**config.mk**
```make
export PLATFORM = sky130hd
export DESIGN_NAME = gray_digit_scan_flat
export DESIGN_NICKNAME = d
export VERILOG_FILES = /design/src/rtl/gray_disp_pkg.sv /design/src/rtl/gray_digit_scan_if.sv /design/src/rtl/bin_to_bcd_seq.sv /design/src/rtl/gray_digit_scan.sv /design/src/flat_wrapper.sv
export SDC_FILE = /design/constraint.sdc
export NUM_CORES = 1
export LEC_CHECK = 0
export CAP_MARGIN = 10
export CORE_MARGIN = 10
export CORE_UTILIZATION = 27
export CTS_BUF_LIST = sky130_fd_sc_hd__clkbuf_4 sky130_fd_sc_hd__clkbuf_8
export DETAILED_ROUTE_END_ITERATION = 10
export GPL_ROUTABILITY_DRIVEN = 0
export GPL_TIMING_DRIVEN = 0
export HOLD_SLACK_MARGIN = 0.12
export SYNTH_ARGS = -nofsm -noshare
export SYNTH_HDL_FRONTEND = slang
export SYNTH_SLANG_ARGS = --single-unit
```
**constraint.sdc**
```tcl
create_clock -name clk -period 2 [get_ports clk]
set_input_delay 0.5 -clock clk [delete_from_list [all_inputs] [get_ports clk]]
set_output_delay 0.5 -clock clk [all_outputs]
set_load 0.02 [all_outputs]
```
**src/rtl/gray_disp_pkg.sv**
```systemverilog
// Shared constants, FSM state type and digit helpers for the Gray digit scan path.
package gray_disp_pkg;

    localparam int unsigned DIG_W = 4;

    typedef enum logic [1:0] {
        StIdle,
        StShift,
        StCommit
    } state_e;

    // Reflected Gray code of one BCD digit.
    function automatic logic [DIG_W-1:0] bcd2gray(input logic [DIG_W-1:0] d);
        return d ^ (d >> 1);
    endfunction

    // Double-dabble nibble correction: bump by 3 when the nibble would overflow on shift.
    function automatic logic [DIG_W-1:0] add3(input logic [DIG_W-1:0] d);
        return (d >= 4'd5) ? d + 4'd3 : d;
    endfunction

    // 10**n for the elaboration-time range check.
    function automatic longint unsigned pow10(input int unsigned n);
        longint unsigned r;
        r = 64'd1;
        for (int unsigned i = 0; i < n; i++) begin
            r = r * 64'd10;
        end
        return r;
    endfunction

endpackage

```
**src/rtl/gray_digit_scan_if.sv**
```systemverilog
// Load handshake and multiplexed display bus of the Gray digit scan block.
interface gray_digit_scan_if
    import gray_disp_pkg::*;
#(
    parameter int unsigned BIN_W = 8,
    parameter int unsigned N_DIG = 3
);

    logic [BIN_W-1:0] bin_in;
    logic             load_valid;
    logic             load_ready;
    logic             conv_done;
    logic [DIG_W-1:0] digito;
    logic [N_DIG-1:0] anodo;

    modport master (
        output bin_in,
        output load_valid,
        input  load_ready,
        input  conv_done,
        input  digito,
        input  anodo
    );

    modport slave (
        input  bin_in,
        input  load_valid,
        output load_ready,
        output conv_done,
        output digito,
        output anodo
    );

endinterface

```
**src/rtl/bin_to_bcd_seq.sv**
```systemverilog
// Sequential double-dabble converter: one shift-and-correct iteration per cycle.
// done_o flags the cycle in which the final iteration is applied; bcd_o is the
// complete result from the following cycle until the next start_i.
module bin_to_bcd_seq
    import gray_disp_pkg::*;
#(
    parameter int unsigned BIN_W = 8,
    parameter int unsigned N_DIG = 3
) (
    input  logic                   clk,
    input  logic                   rst_n,
    input  logic                   start_i,
    input  logic [BIN_W-1:0]       bin_i,
    output logic                   done_o,
    output logic [N_DIG*DIG_W-1:0] bcd_o
);

    localparam int unsigned BcdW = N_DIG * DIG_W;
    localparam int unsigned CntW = $clog2(BIN_W + 1);
    localparam logic [CntW-1:0] LastIter = CntW'(BIN_W - 1);

    logic            busy_q, busy_d;
    logic [CntW-1:0] cnt_q, cnt_d;
    logic [BIN_W-1:0] bin_q, bin_d;
    logic [BcdW-1:0] scr_q, scr_d, scr_adj;

    // Per-nibble +3 correction of the scratch before it is shifted.
    always_comb begin
        scr_adj = scr_q;
        for (int i = 0; i < N_DIG; i++) begin
            scr_adj[i*DIG_W +: DIG_W] = add3(scr_q[i*DIG_W +: DIG_W]);
        end
    end

    // Start reloads the engine; otherwise iterate once per busy cycle.
    always_comb begin
        busy_d = busy_q;
        cnt_d  = cnt_q;
        bin_d  = bin_q;
        scr_d  = scr_q;
        if (start_i) begin
            busy_d = 1'b1;
            cnt_d  = '0;
            bin_d  = bin_i;
            scr_d  = '0;
        end else if (busy_q) begin
            scr_d = {scr_adj[BcdW-2:0], bin_q[BIN_W-1]};
            bin_d = bin_q << 1;
            cnt_d = cnt_q + 1'b1;
            if (cnt_q == LastIter) begin
                busy_d = 1'b0;
            end
        end
    end

    // Engine state registers.
    always_ff @(posedge clk) begin
        if (!rst_n) begin
            busy_q <= 1'b0;
            cnt_q  <= '0;
            bin_q  <= '0;
            scr_q  <= '0;
        end else begin
            busy_q <= busy_d;
            cnt_q  <= cnt_d;
            bin_q  <= bin_d;
            scr_q  <= scr_d;
        end
    end

    assign done_o = busy_q && (cnt_q == LastIter);
    assign bcd_o  = scr_q;

endmodule

```
**src/rtl/gray_digit_scan.sv**
```systemverilog
// Binary-to-Gray digit scanner: load handshake, BCD conversion, committed display
// register and a free-running scan that drives one shared Gray bus plus anodes.
module gray_digit_scan
    import gray_disp_pkg::*;
#(
    parameter int unsigned BIN_W    = 8,
    parameter int unsigned N_DIG    = 3,
    parameter int unsigned SCAN_DIV = 100000
) (
    input  logic              clk,
    input  logic              rst_n,
    gray_digit_scan_if.slave  bus
);

    localparam int unsigned BcdW = N_DIG * DIG_W;
    localparam int unsigned IdxW = (N_DIG > 1) ? $clog2(N_DIG) : 1;
    localparam int unsigned PreW = (SCAN_DIV > 1) ? $clog2(SCAN_DIV) : 1;
    localparam logic [PreW-1:0] PreLast = PreW'(SCAN_DIV - 1);
    localparam logic [IdxW-1:0] IdxLast = IdxW'(N_DIG - 1);

    if (pow10(N_DIG) <= ((64'd1 << BIN_W) - 64'd1)) begin : g_range_chk
        $fatal(1, "gray_digit_scan: N_DIG digits cannot hold every BIN_W-bit value");
    end
    if (SCAN_DIV < 1) begin : g_div_chk
        $fatal(1, "gray_digit_scan: SCAN_DIV must be at least 1");
    end

    state_e           state_q, state_d;
    logic             eng_start, eng_done;
    logic [BcdW-1:0]  eng_bcd;
    logic [BcdW-1:0]  disp_q, disp_d;
    logic [PreW-1:0]  pre_q, pre_d;
    logic [IdxW-1:0]  idx_q, idx_d;
    logic [N_DIG-1:0] anodo_q, anodo_d;
    logic [DIG_W-1:0] digito_q, digito_d;
    logic             load_ready, conv_done;

    bin_to_bcd_seq #(
        .BIN_W (BIN_W),
        .N_DIG (N_DIG)
    ) u_bcd (
        .clk     (clk),
        .rst_n   (rst_n),
        .start_i (eng_start),
        .bin_i   (bus.bin_in),
        .done_o  (eng_done),
        .bcd_o   (eng_bcd)
    );

    // Handshake FSM: accept in idle, wait for the engine, commit for one cycle.
    always_comb begin
        state_d    = state_q;
        eng_start  = 1'b0;
        load_ready = 1'b0;
        conv_done  = 1'b0;
        unique case (state_q)
            StIdle: begin
                load_ready = 1'b1;
                if (bus.load_valid) begin
                    eng_start = 1'b1;
                    state_d   = StShift;
                end
            end
            StShift: begin
                if (eng_done) begin
                    state_d = StCommit;
                end
            end
            StCommit: begin
                conv_done = 1'b1;
                state_d   = StIdle;
            end
            default: state_d = StIdle;
        endcase
    end

    // FSM state register.
    always_ff @(posedge clk) begin
        if (!rst_n) begin
            state_q <= StIdle;
        end else begin
            state_q <= state_d;
        end
    end

    // Display only changes on commit; scan prescaler and index run freely.
    always_comb begin
        disp_d = (state_q == StCommit) ? eng_bcd : disp_q;
        pre_d  = pre_q + 1'b1;
        idx_d  = idx_q;
        if (pre_q == PreLast) begin
            pre_d = '0;
            idx_d = (idx_q == IdxLast) ? '0 : idx_q + 1'b1;
        end
        anodo_d  = ~(N_DIG'(1) << idx_q);
        digito_d = bcd2gray(disp_q[idx_q*DIG_W +: DIG_W]);
    end

    // Display, scan and output registers; anode and digit always move together.
    always_ff @(posedge clk) begin
        if (!rst_n) begin
            disp_q   <= '0;
            pre_q    <= '0;
            idx_q    <= '0;
            anodo_q  <= '1;
            digito_q <= '0;
        end else begin
            disp_q   <= disp_d;
            pre_q    <= pre_d;
            idx_q    <= idx_d;
            anodo_q  <= anodo_d;
            digito_q <= digito_d;
        end
    end

    assign bus.load_ready = load_ready;
    assign bus.conv_done  = conv_done;
    assign bus.anodo      = anodo_q;
    assign bus.digito     = digito_q;

endmodule

```
**src/flat_wrapper.sv**
```systemverilog
// flat-port wrapper written by rule: the top's interface ports become plain ports
module gray_digit_scan_flat import gray_disp_pkg::*;
#(
    parameter int unsigned BIN_W    = 8,
    parameter int unsigned N_DIG    = 3,
    parameter int unsigned SCAN_DIV = 100000
)
  (clk, rst_n, bus_bin_in, bus_load_valid, bus_load_ready, bus_conv_done, bus_digito, bus_anodo);
  gray_digit_scan_if #(.BIN_W(BIN_W), .N_DIG(N_DIG)) bus_i ();
  input  logic clk;
  input  logic rst_n;
  input wire logic [$bits(bus_i.bin_in)-1:0] bus_bin_in;
  input wire logic [$bits(bus_i.load_valid)-1:0] bus_load_valid;
  output wire logic [$bits(bus_i.load_ready)-1:0] bus_load_ready;
  output wire logic [$bits(bus_i.conv_done)-1:0] bus_conv_done;
  output wire logic [$bits(bus_i.digito)-1:0] bus_digito;
  output wire logic [$bits(bus_i.anodo)-1:0] bus_anodo;
  assign bus_i.bin_in = bus_bin_in;
  assign bus_i.load_valid = bus_load_valid;
  assign bus_load_ready = bus_i.load_ready;
  assign bus_conv_done = bus_i.conv_done;
  assign bus_digito = bus_i.digito;
  assign bus_anodo = bus_i.anodo;
  gray_digit_scan #(.BIN_W(BIN_W), .N_DIG(N_DIG), .SCAN_DIV(SCAN_DIV)) u_core (.clk(clk), .rst_n(rst_n), .bus(bus_i));
endmodule
```
; Word-level counts from Yosys, hierarchy flattened
; Cells that the tools add are included.
[word_totals]
reg_bits = 65
in_bits = 11
elab_cells = 53
[classes]
add_sub_neg = 6
magnitude_cmp = 3
eq_ne = 7
n_shift = 2
mux = 16
n_bitwise = 3
n_reduce_logical = 6
[ops]
columns = op, count
row1 = "adder 17 x 1 -> 17 bit, second input constant", 1
row2 = "equality test 17 bit, second input constant", 1
row3 = 2-to-1 mux 8 bit, 2
row4 = "greater-or-equal comparator 4 x 3 -> 1 bit, second input constant", 3
row5 = indexed part select 12 x 5 -> 4 bit, 1
row6 = "adder 4 x 2 -> 4 bit, second input constant", 2
row7 = 2-to-1 mux 4 bit, 2
row8 = 2-to-1 mux 1 bit, 7
row9 = 2-to-1 mux 2 bit, 3
row10 = "adder 4 x 1 -> 4 bit, second input constant", 1
row11 = "equality test 2 bit, second input constant", 2
row12 = "equality test 4 x 3 -> 1 bit, second input constant", 1
row13 = case mux 2 bit (2 select lines), 1
row14 = OR reduction 2 bit, 2
row15 = bitwise XOR 4 x 3 -> 4 bit, 1
row16 = "adder 3 x 2 -> 3 bit, second input constant", 1
row17 = 2-to-1 mux 3 bit, 1
row18 = inverter 3 bit, 1
row19 = "<< shifter 1 x 2 -> 3 bit, first input constant", 1
row20 = "adder 2 x 1 -> 2 bit, second input constant", 1
row21 = "equality test 2 x 1 -> 1 bit, second input constant", 1
row22 = zero test 2 bit, 1
row23 = "!= test 2 x 1 -> 1 bit, second input constant", 1
row24 = "!= test 2 bit, second input constant", 1
row25 = other kinds (4), 4

; Longest topological paths before layout
; Gate-level depths: netlist of the first run.
[depth]
depth_word = 4
mapped_depth = 7

; Modules after synthesis
; A second synthesis of the first run with hierarchy kept.
[unflattened]
hier_cells = 348
area_unflattened_um2 = 3123.0
[by_module_without_submodules]
columns = module, instances, cells_per_inst, area_per_inst_um2, seq_area_each_um2
row1 = gray_digit_scan, 1, 185, 1719.1, 800.8
row2 = bin_to_bcd_seq, 1, 163, 1403.8, 500.5

; Worst setup path after synthesis of the first run
; Ideal clock, no wire load.
[synth_path]
path_kind = reg-to-reg
startpoint = register u_core.state_q[1]
endpoint = register u_core.u_bcd.scr_q[0], in the netlist u_core.u_bcd.bcd_o[0]
setup_time_ps = 117
t_arrival_ps = 1402
required_ps = 1883
path_slack_ps = 480
stages_incl_launch_ff = 6
n_path_buf = 1
cell_sequence = dfxtp_1 nor2_1 nand2_1 nand2_1 buf_2 nor2_1
[synth_between]
elab_chain_cells = 3
[synth_lines]
columns = element, line
row1 = "start, declared", gray_digit_scan.sv:28  ; state_e state_q, state_d;
row2 = "start signal, assigned", gray_digit_scan.sv:80  ; state_q <= StIdle;
row3 = "start signal, assigned", gray_digit_scan.sv:82  ; state_q <= state_d;
row4 = zero test 2 bit, gray_digit_scan.sv:56  ; unique case (state_q)
row5 = 2-to-1 mux 1 bit, gray_digit_scan.sv:56
row6 = OR reduction 2 bit (no source line), n/a
row7 = "end signal, assigned", bin_to_bcd_seq.sv:67  ; scr_q <= scr_d;
row8 = "end, declared", bin_to_bcd_seq.sv:25  ; logic [BcdW-1:0] scr_q, scr_d, scr_adj;
; No other way between the ends.
; A chain may end at the register's enable or synchronous reset.

; Worst setup path after layout of the first run
[layout_path]
startpoint = register u_core.state_q[0]
endpoint = output bus_conv_done
[layout_between]
elab_chain_cells = 2
[layout_lines]
columns = element, line
row1 = equality test 2 bit, gray_digit_scan.sv:56
row2 = 2-to-1 mux 1 bit, gray_digit_scan.sv:56
row3 = "end, declared", flat_wrapper.sv:15  ; output wire logic [$bits(bus_i.conv_done)-1:0] bus_conv_done;
; No other way between the ends.

==> summary.md, run 1 <==
| Metric | Value |
|---|---|
| Longest Clk Path Bufs | 2 |
| Largest net degree at the start of global routing | 14 |
| Clock transition at the registers of the reported paths | 0.07 ns |
| Layout cells sized above 1 | 8.76% |
| Cells after Synth | 321 |
| Syn Area/Cell | 8.95 µm² |
| Final ANT Viol Nets | 0 |
| Clk sinks | 65 |
| Startpoint Class | flip-flop |
| Final Hold Fails | 0 |
| Core Footprint | 0.0104 mm² |
| Post-Syn Area | 0.00287 mm² |
| Net Sw Frac | 23.9% |
| Yosys top cell area share | 45.3% |
| CP endpoint kind | output port |
| Fillcell total | 1,109 |
| Die Width | 123 µm |
| Worst Path Max Fanout | 13 |
| Setup Skew | 0.00951 ns |
| Fmax achieved | 552 MHz |
| WL/cell | 11.8 µm |
| H-tree Lvls | 3 |
| Synth cell count leaders | dfxtp_1 (65), nand2_1 (49), nor2_1 (26) |
| Hold Worst Slack | 0.465 ns |
| Crit Path Category | reg2out |
| Row Count | 37 |
| DRC Markers | 0 |
| Comb power frac | 6.8% |
| Initial antenna violation count | 0 |
| I/O Buffers | 18 |
| Yosys warnings | 0 |
| Worst skew pair latency | 0.35 ns |
| Number of global-route vias before repair | 2,143 |
| Fin area | 0.00343 mm² |
| Num CTS Buffers | 9 |
| Placed inst area | 0.00322 mm² |
| Maximum VDD drop | 0.000335 V |
| Syn-to-layout area delta | 19.2% |
| Reg power frac | 49.6% |
| Max_cap viols | 0 |
| Register bit total from synthesis | 65 |
| EDFF count, synth | 0 |
| Register area | 0.00130 mm² |
| First-pass GRT wire length | 9.98 mm |
| Total grt overflow | 0 |
| Synth area leaders | dfxtp_1 (45%), nand2_1 (6.4%), xor2_1 (4.9%) |
| Final-report max-slew violation count | 0 |
| Status | finished clean |
| Total GRT Usage | 8.11% |
| Synth area leader | dfxtp_1 |
| Final Net Count | 368 |
| Synth Flop Type | dfxtp_1 |
| Asr flop ratio synth | 0% |
| Worst slew margin | 65.7% |
| Syn Nets | 340 |
| Static leakage | 1.27 nW |
| Drt total wl | 5.80 mm |
| CTS tree | yes |
| Top-count cell post-synth | dfxtp_1 |
| Clk pwr share | 43.6% |
| Initial Util | 27.7% |
| Worst-Margin Slew | 0.514 ns |
| DRT Pass-1 Iters | 4 |
| Critical path data required time | 1.50 ns |
| RSZ-0062 raised after global routing | no |
| Die footprint | 0.0152 mm² |
| Die Y-Extent | 123 µm |
| Sequential-to-total area share from yosys stat | 45.3% |
| Post-route clock period utilization | 90.5% |
| Distinct cell type count after synthesis | 38 |
| Hpwl dp | 4.19 mm |
| Vias per inst | 4.53 |
| Critical path arrival | 1.31 ns |
| CTS root buffer | clkbuf_8 |
| Footprint of the multi-input gates | 0.00147 mm² |
| Iter 0 DRT Violations | 69 |
| Setup violators final | 0 |
| DR vias | 2,221 |
| Final Critical Period | 1.81 ns |
| HP Class | reg2reg |
| ANT cells | 0 |
| Internal Pwr Total | 2.06 mW |
| I/O Pins | 20 |
| Pwr/cell area | 790 mW/mm² |
| Net load switching power | 0.648 mW |
[final cells by class]
| cell class | count | area share [%] |
|---|---|---|
| Timing Repair Buffer | 18 | 5.07 |
| Clock buffer | 11 | 4.42 |
| Inverter | 7 | 0.767 |
| Clock inverter | 5 | 1.79 |
| Tap cell | 136 | 4.97 |
| Multi-Input combinational cell | 232 | 42.8 |
| Sequential cell | 65 | 38.0 |
| Buffer | 16 | 2.23 |
[flip-flops by register name, summed over array words and instances, names as in the netlist]
signal / cells
u_core.u_bcd.bin_q: 8
u_core.pre_q: 17
u_core.u_bcd.bcd_o: 12
u_core.idx_q: 2
u_core.u_bcd.cnt_q: 4
u_core.bus.digito: 4
u_core.state_q: 2
u_core.u_bcd.busy_q: 1
u_core.bus.anodo: 3
u_core.disp_q: 12
[worst max-delay path, cell delays in order, from the launching register on]
cell,delay [ns]
dfxtp_1,0.32
nand2b_1,0.24
inv_2,0.21
clkbuf_2,0.21
[metrics by stage]
| step | setup WS, ns | util [%] | setup TNS (ns) | total power, mW | cells |
|---|---|---|---|---|---|
| after global routing | 0.116 | 33.0 | 0 | 2.84 | 490 |
| final | 0.189 | 33.0 | 0 | 2.71 | 490 |
| after CTS | 0.0246 | 33.1 | 0 | 2.75 | 490 |
| after detailed placement | -0.193 | 31.1 | -0.193 | 1.56 | 475 |
| after floorplan | 0.480 | - | 0 | 1.50 | 321 |
| after global placement | -0.188 | 31.1 | -0.188 | 1.56 | 475 |
[cells in the final DEF, fill, tap and decap left out, types with 4 or more instances in the layout]
cell and count:
dfxtp_1 65, nand2_1 49, nor2_1 26, nand3_1 17, xor2_1 16, clkdlybuf4s50_1 16
mux2i_1 13, a21boi_0 13, o21ai_0 11, clkbuf_8 11, a21oi_1 10, nand2b_1 8
clkbuf_1 8, ha_1 8, o211a_1 7, nand4_1 7, inv_1 6, and2_1 5
buf_2 4, xnor2_1 4, a211oi_1 4, and4_1 4
[worst paths after layout]
path / from / end / slack, ns / depth (start not counted)
min: u_core.disp_q[8] / u_core.disp_q[8] / 0.47 / 2
max: u_core.state_q[0] / bus_conv_done / 0.19 / 3
min reg2reg: u_core.disp_q[8] / u_core.disp_q[8] / 0.47 / 2
max reg2reg: u_core.pre_q[0] / u_core.pre_q[11] / 0.32 / 7
[metal layers]
metal	vias up	global-route usage, %	part of all wire (%)
met2	43	12.4	44
li1	1168	-	-
met4	0	2.62	0.59
met5	-	0	0
met1	1006	9.97	48
met3	4	3.69	7.1
[repair_timing]
action,in CTS,in global routing
hold buffers,0,0
pin swaps,0,0
buffers inserted,0,0
setup endpoints to repair,2,1
resized for setup,4,1
[cells by family after synthesis]
family          Yosys count  share of synthesized area, %
flops                    65                          45.3
buf+inv                  24                          3.70
mux                      13                          4.53
fa+ha+maj                 8                          3.48
xor+xnor                 20                          6.09
compound gates           57                          13.6
simple gates            134                          23.3
[power by group through the flow]
stage | Sequential (mW) | Clock (mW) | Combinational [mW]
6_report | 1.34 | 1.18 | 0.184
5_1_grt | 1.35 | 1.29 | 0.209
4_1_cts | 1.34 | 1.22 | 0.187
3_5_place_dp | 1.37 | 0 | 0.187
3_3_place_gp | 1.37 | 0 | 0.184
2_1_floorplan | 1.37 | 0 | 0.128
(Power assumes the default switching activity.)
==> inputs of run 2 (changes only) <==
--- a/config.mk
+++ b/config.mk
@@ -6,7 +6,6 @@
 export NUM_CORES = 1
 export LEC_CHECK = 0
 export CAP_MARGIN = 10
-export CORE_MARGIN = 10
 export CORE_UTILIZATION = 27
 export CTS_BUF_LIST = sky130_fd_sc_hd__clkbuf_4 sky130_fd_sc_hd__clkbuf_8
 export DETAILED_ROUTE_END_ITERATION = 10
==> run 2 against run 1 <==
  * Die area is 27% lower
  * Sequential power hardly changed
  * Worst setup slack better by 0.061 ns
  * Global-route usage is 3.6 points higher
  * Sequential share of layout area is 0.40 points lower
  * Via count is 1.0% higher
  * Register-to-register slack worse by 0.04 ns
  * Hold slack worse by 0.0097 ns
  * Non-clock buffer count stayed put
  * Utilization is 0.50 points higher
  * Maximum frequency is 3.5% higher
  * Critical path type unchanged
  * Largest cell class unchanged
  * Highest routed layer unchanged
==> summary.md, run 2 (same netlist as run 1, synthesis figures left out) <==
| Metric | Value |
|---|---|
| Status | finished clean |
| Final Net Count | 368 |
| Power, Total | 2.91 mW |
| Worst-path cell chain | clkdlybuf4s50_1 |
| CTS tree | yes |
| Clock transition at the registers of the reported paths | 0.08 ns |
| Worst skew pair latency | 0.35 ns |
| Comb power frac | 6.4% |
| WL/cell | 11.6 µm |
| Internal Pwr Total | 2.25 mW |
| WP buf/inv | 1 |
| Critical path arrival | 1.25 ns |
| Worst-Margin Slew | 0.547 ns |
| Die Y-Extent | 105 µm |
| ANT cells | 0 |
| M1 GR Usage | 14.8% |
| Total GRT Usage | 11.7% |
| Clk sinks | 65 |
| Hold Path Depth | 2 |
| DRC Markers | 0 |
| Max reg flops | 17 |
| DRT Pass-1 Iters | 4 |
| Worst Reg2Reg Path Length in Cells | 7 |
| Initial antenna violation count | 0 |
| Worst slew margin | 63.5% |
| Hpwl dp | 4.04 mm |
| Post-route clock period utilization | 87.5% |
| Row Count | 37 |
| Commonest cells after routing, fill and taps aside | dfxtp_1 (65), nand2_1 (49), nor2_1 (26) |
| Die Width | 105 µm |
| Die footprint | 0.0111 mm² |
| Initial Util | 27.8% |
| Hold Worst Slack | 0.455 ns |
| HP Class | reg2reg |
| Iter 0 DRT Violations | 104 |
| Final worst slack | 0.250 ns |
| Footprint of the multi-input gates | 0.00147 mm² |
| Fmax achieved | 571 MHz |
| I/O Pins | 20 |
| CTS root buffer | clkbuf_8 |
| Most Crowded Layer GR | met2 |
| Static leakage | 1.28 nW |
| Fillcell total | 1,062 |
| Largest net degree at the start of global routing | 14 |
| Number of global-route vias before repair | 2,197 |
| Placed inst area | 0.00322 mm² |
| Max_cap viols | 0 |
| Core Footprint | 0.0103 mm² |
| Worst Path Max Fanout | 1 |
| Biggest register | u_core.pre_q |
| Final setup TNS | 0 ns |
| Setup Slack @ Placement | -0.178 ns |
| CTS Hold Buffers Added | 0 |
| Slowest CP cell | clkdlybuf4s50_1 |
| Syn-to-layout area delta | 20.5% |
| Longest Clk Path Bufs | 2 |
| Pwr/cell area | 839 mW/mm² |
| CP endpoint kind | output port |
| Net Sw Frac | 22.4% |
| Met3 usage | 4.68% |
| Critical path data required time | 1.50 ns |
| Register area | 0.00130 mm² |
| Fin area | 0.00346 mm² |
| Setup violators final | 0 |
| Drt total wl | 5.71 mm |
| Vias per inst | 4.58 |
| Final Critical Period | 1.75 ns |
| Layout cells sized above 1 | 8.76% |
| Reg power frac | 46.2% |
| Finished Layout Cells | 490 |
| Met2 Usage GRT | 18.1% |
| Final Hold Fails | 0 |
| Startpoint Class | flip-flop |
| Post-layout util | 33.5% |
| Placed Cells | 475 |
| Critical path launch point | u_core.bus.anodo[1] |
| Maximum VDD drop | 0.000494 V |
| Final-report max-slew violation count | 0 |
| CP Depth | 1 |
| H-tree Lvls | 3 |
| Clk pwr share | 47.4% |
| Hold Startpoint | u_core.disp_q[8] |
| Num CTS Buffers | 9 |
| Largest stage delay, worst path | 0.59 ns |
| Net load switching power | 0.652 mW |
| Final ANT Viol Nets | 0 |
| Commonest non-fill, non-tap cell in the layout | dfxtp_1 |
| Reg2reg start | u_core.pre_q[0] |
| First-pass GRT wire length | 10.3 mm |
| Setup Skew | 0.0100 ns |
| RSZ-0062 raised after global routing | no |
| I/O Buffers | 18 |
| Total grt overflow | 0 |
| DR vias | 2,244 |
| Crit Path Category | reg2out |
| CP top delay family | buffers and inverters |
[run 2: cell count changes in the layout (fill, tap and decap cells not counted)]
| cell | change |
|---|---|
| inv_4 | +1 |
| clkbuf_8 | -2 |
| bufinv_16 | +2 |
| inv_6 | -1 |
| clkinvlp_4 | +1 |
| clkbuf_4 | +1 |
| inv_2 | -1 |
| clkinv_2 | -1 |
[run 2: per-layer routing]
metal  up-vias  share of wire, %
li1       1168                 -
met1      1038                50
met2        31                45
met3         7               4.0
met4         0               1.3
met5         -                 0
[run 2: timing repair]
item                                    4_1_cts  5_1_grt
endpoints found under the setup margin        2        1
setup buffers                                 0        0
resized for setup                             3        3
[run 2: cell type report]
type / instances / area share [%]
Clock buffer: 10 / 3.79
Tap cell: 136 / 4.91
Multi-Input combinational cell: 232 / 42.3
Timing Repair Buffer: 18 / 5.02
Clock inverter: 6 / 3.32
Buffer: 16 / 2.20
Inverter: 7 / 0.831
Sequential cell: 65 / 37.6
[run 2: power by group through the flow]
stage / sequential (mW) / combinational [mW] / clock (mW)
2_1_floorplan: 1.37 / 0.128 / 0
3_3_place_gp: 1.37 / 0.184 / 0
3_5_place_dp: 1.37 / 0.188 / 0
4_1_cts: 1.34 / 0.188 / 1.41
5_1_grt: 1.35 / 0.209 / 1.46
6_report: 1.34 / 0.185 / 1.38
[run 2: final timing paths]
check | to | slack [ns]
min reg2reg | u_core.disp_q[8] | 0.46
max | bus_anodo[1] | 0.25
min | u_core.disp_q[8] | 0.46
max reg2reg | u_core.pre_q[13] | 0.28
